===== src/rtl/burrito_pkg.sv =====
// burrito_pkg: instruction field positions and fetch FSM encoding shared by the fetch stage.
package burrito_pkg;
    localparam int WE_BIT = 19;
    localparam int OP_HI  = 18;
    localparam int OP_LO  = 15;
    localparam int D1_HI  = 14;
    localparam int D1_LO  = 10;
    localparam int D2_HI  = 9;
    localparam int D2_LO  = 5;
    localparam int RD_HI  = 4;
    localparam int RD_LO  = 0;
    typedef enum logic [1:0] {IDLE, RUN, DRAIN, DONE} state_t;
endpackage


===== src/rtl/fetch_fifo2.sv =====
// fetch_fifo2: 2-entry FIFO; the caller never pushes when full without a pop, nor pops when empty.
module fetch_fifo2 #(
    parameter int W = 20
) (
    input  logic         clk,
    input  logic         rst_n,
    input  logic         push_i,
    input  logic         pop_i,
    input  logic [W-1:0] din_i,
    output logic [W-1:0] dout_o,
    output logic [1:0]   count_o
);
    logic [W-1:0] mem_q [2];
    logic         rd_q, wr_q;
    logic [1:0]   cnt_q;
    assign dout_o  = mem_q[rd_q];
    assign count_o = cnt_q;
    always_ff @(posedge clk or negedge rst_n) begin
        if (!rst_n) begin
            rd_q  <= 1'b0;
            wr_q  <= 1'b0;
            cnt_q <= 2'd0;
        end else begin
            rd_q  <= rd_q ^ pop_i;
            wr_q  <= wr_q ^ push_i;
            cnt_q <= cnt_q + 2'(push_i) - 2'(pop_i);
        end
    end
    always_ff @(posedge clk)
        if (push_i) mem_q[wr_q] <= din_i;
endmodule


===== src/rtl/burrito_fetch.sv =====
// burrito_fetch: walks pc over the instruction RAM once per start pulse, buffers words in a
// 2-entry queue and presents the head to Burrito as decoded fields under valid/ready.
module burrito_fetch
    import burrito_pkg::*;
#(
    parameter int ADDR_W    = 3,
    parameter int INSTR_W   = 20,
    parameter int LAST_ADDR = 5
) (
    input  logic               clk,
    input  logic               rst_n,
    input  logic               start,
    output logic [ADDR_W-1:0]  imem_addr,
    input  logic [INSTR_W-1:0] imem_data,
    output logic               instr_valid,
    input  logic               instr_ready,
    output logic               WEnable,
    output logic [3:0]         Op,
    output logic [4:0]         D1,
    output logic [4:0]         D2,
    output logic [4:0]         RD,
    output logic [ADDR_W-1:0]  pc,
    output logic               busy,
    output logic               done
);
    localparam logic [ADDR_W-1:0] LAST = ADDR_W'(LAST_ADDR);
    state_t             state_q, state_d;
    logic [ADDR_W-1:0]  pc_q, pc_d;
    logic [1:0]         count;
    logic               empty, full, push, pop;
    logic [INSTR_W-1:0] dout, head;
    assign empty       = count == 2'd0;
    assign full        = count == 2'd2;
    assign instr_valid = !empty;
    assign pop         = instr_valid && instr_ready;
    // a full queue still accepts a word when the head leaves on the same edge
    assign push        = state_q == RUN && (!full || pop);
    assign imem_addr   = pc_q;
    assign pc          = pc_q;
    assign busy        = state_q == RUN || state_q == DRAIN;
    assign done        = state_q == DONE;
    assign head        = empty ? '0 : dout;
    assign WEnable     = head[WE_BIT];
    assign Op          = head[OP_HI:OP_LO];
    assign D1          = head[D1_HI:D1_LO];
    assign D2          = head[D2_HI:D2_LO];
    assign RD          = head[RD_HI:RD_LO];
    always_comb begin
        state_d = state_q;
        pc_d    = pc_q;
        case (state_q)
            IDLE, DONE: if (start) begin
                state_d = RUN;
                pc_d    = '0;
            end
            RUN: if (push) begin
                pc_d = pc_q + ADDR_W'(1);
                if (pc_q == LAST) state_d = DRAIN;
            end
            DRAIN: if (empty) state_d = DONE;
            default: ;
        endcase
    end
    always_ff @(posedge clk or negedge rst_n) begin
        if (!rst_n) begin
            state_q <= IDLE;
            pc_q    <= '0;
        end else begin
            state_q <= state_d;
            pc_q    <= pc_d;
        end
    end
    fetch_fifo2 #(.W(INSTR_W)) u_fifo (
        .clk     (clk),
        .rst_n   (rst_n),
        .push_i  (push),
        .pop_i   (pop),
        .din_i   (imem_data),
        .dout_o  (dout),
        .count_o (count)
    );
endmodule


===== config.mk =====
export PLATFORM = sky130hd
export DESIGN_NAME = burrito_fetch
export DESIGN_NICKNAME = d
export VERILOG_FILES = /design/src/rtl/burrito_pkg.sv /design/src/rtl/fetch_fifo2.sv /design/src/rtl/burrito_fetch.sv
export SDC_FILE = /design/constraint.sdc
export NUM_CORES = 1
export LEC_CHECK = 0
export ABC_AREA = 1
export ABC_CLOCK_PERIOD_IN_PS = 2300
export BUFFER_PORTS_ARGS = -buffer_cell sky130_fd_sc_hd__buf_2
export CAP_MARGIN = 20
export CORE_ASPECT_RATIO = 1.4
export CORE_MARGIN = 2
export CORE_UTILIZATION = 35
export CTS_BUF_LIST = sky130_fd_sc_hd__clkbuf_4
export DETAILED_ROUTE_END_ITERATION = 12
export RECOVER_POWER = 25
export REMOVE_ABC_BUFFERS = 1
export SLEW_MARGIN = 20
export SYNTH_ARGS = -nofsm -noshare
export SYNTH_HDL_FRONTEND = slang
export SYNTH_SLANG_ARGS = --single-unit

===== constraint.sdc =====
create_clock -name clk -period 2.3 [get_ports clk]
set_clock_uncertainty 0.1 [all_clocks]
set_input_delay 0.23 -clock clk [delete_from_list [all_inputs] [get_ports clk]]
set_output_delay 0.23 -clock clk [all_outputs]
set_load 0.05 [all_outputs]

==> results.ini <==
[outcome]
status=completed

[clock_network]
cts_tree=yes
clkLatencyLatePin_ps=350
cts_made_buffers=5
htreeDepth=2
post-cts-setup-buffers=0
clock-sinks=49
cts_root_buffer=clkbuf_4
clockBufferDepth=2
cts.clk_slew.worst_paths_ps=130

[sta]
rsz0062_at_grt=no
relSlewSlack_pct=66.5
fin_crit_ps=2080
final_max_slew_viol_count=0
timing.hold.ws_ps=187
setup_viol=0
fmax_mhz=481
worst_pin_slew_ps=502
finalHoldViolCount=0
period_share_pct=90.4
fin_setup_tns_ps=0

[worst_setup_path]
cp.required_ps=1970
critPathLaunchType=flop
arrival_ps=1750
path_max_fanout=13
endpoint_kind=output pin
cp-startpoint=u_fifo.rd_q
r2r_start=state_q[1]
worstSetupPathType=flop to output pin

[placement]
io_buffers=52
dp_hpwl_um=2710
routabilityCongestion=0.725
dp.cells=298

[min_path]
min_from=instr_ready
worstHoldPathType=input port to flop

[global_routing]
grt_pass1_wl_um=6160
overflow=0
grt_max_degree=22
grt_pass1_vias=1352
grt_util_all_layers_pct=11.4
antenna_found_initial=0

[final_layout]
instances_no_fill=327
drive_gt1_share_pct=34.5
multi_input_comb_area_um2=679
fillers=598
regArea_um2=1430
area_growth_pct=25.0
antenna_cells=0
final_common_cell=nand2_1
final_cell_mix=54 x nand2_1, 42 x buf_2, 40 x edfxtp_1
final_nets=288

[yosys]
mappedNetlistArea_um2=2260
synth.area.top_cells=edfxtp_1 53%, dfrtp_1 10%, nand2_1 9.0%
yosys.area.top_type_share_pct=53.2
ys_seq_elements=49
yosysTopAreaCell=edfxtp_1
syn_avg_cell_area_um2=12.7
yosysSeqAreaShare_pct=63.2
syn_inst=178
yosysWarnings=0
ys_types=25

[route]
first_pass_iters=4
viasPerCell=4.35
drt_iter0_drc=55
wl_per_cell_um=11.7
via_count=1424
wl_um=3830
drc_errors=0
drt.antenna.violating_nets=0

[floorplan]
die_w_um=71.9
pin_count=53
core_um2=6210
die_h_um=99.0
fp-row-count=34
die-area_um2=7110
start_util_pct=36.3

[run]
drv_cap=0

## critical path, cell delays in order (launching register included)
cell,delay [ps]
dfrtp_1,400
inv_1,320
buf_4,230
nand2_1,70
a21oi_2,110
buf_2,270
## final cells by class
cell class	instances	area share (%)
clock buffer	6	1.60
timing repair buffer	78	17.6
tap	72	3.20
inverter	16	2.40
clock inverter	2	0.533
sequential	49	50.6
multi-input combinational	104	24.1
## Yosys cell counts, drive strengths merged
master / number
a21oi: 23
inv: 16
o21ai: 3
dfrtp: 9
nand2: 55
or2: 3
xnor2: 1
buf: 9
nand3: 4
nor2: 3
xor2: 2
edfxtp: 40
ha: 10
## per-stage QoR
step,worst slack (ps),instance area (um2),utilization [%]
2_1_floorplan,316,2170,-
3_3_place_gp,435,2560,41.2
3_5_place_dp,411,2560,41.2
4_1_cts,135,2830,45.6
5_1_grt,61.0,2820,45.4
6_report,221,2820,45.4
## path summary, 6_finish.rpt
| kind | to | slack (ps) | cells after the start |
|---|---|---|---|
| max in group asynchronous | imem_addr[2] | 1520 | 2 |
| max reg2reg | u_fifo.mem_q[1][7] | 430 | 6 |
| min reg2reg | state_q[1] | 450 | 2 |
| min | u_fifo.rd_q | 190 | 4 |
| max | D1[3] | 220 | 5 |
| min in group asynchronous | imem_addr[0] | 240 | 2 |
## timing repair
action | in CTS | in global routing
gates resized for setup | 0 | 0
hold endpoints to repair | 49 | 0
hold buffers | 21 | 0
## logic make-up (layout without fill, tap and decap cells)
family	after synthesis	in the layout	share of synthesized area [%]
compound gates	26	26	9.60
xor+xnor	3	3	1.50
fa+ha+maj	10	10	5.55
buf+inv	25	102	6.66
simple gates	65	65	13.5
flops	49	49	63.2
## registers in the layout (all words and copies together) (netlist names)
| name | flops |
|---|---|
| imem_addr | 3 |
| u_fifo.wr_q | 1 |
| u_fifo.mem_q | 40 |
| u_fifo.rd_q | 1 |
| u_fifo.count_o | 2 |
| state_q | 2 |
## metal layers
layer	vias up	GRT usage [%]	wire length [um]
li1	739	-	-
met2	35	20.2	2050
met4	0	4.79	65
met1	646	12.8	1490
met5	-	0	0
met3	4	2.97	222
Power is left out: the tool's default activity adds up to more than one toggle a clock period on the data nets, which glitch-free logic cannot reach.
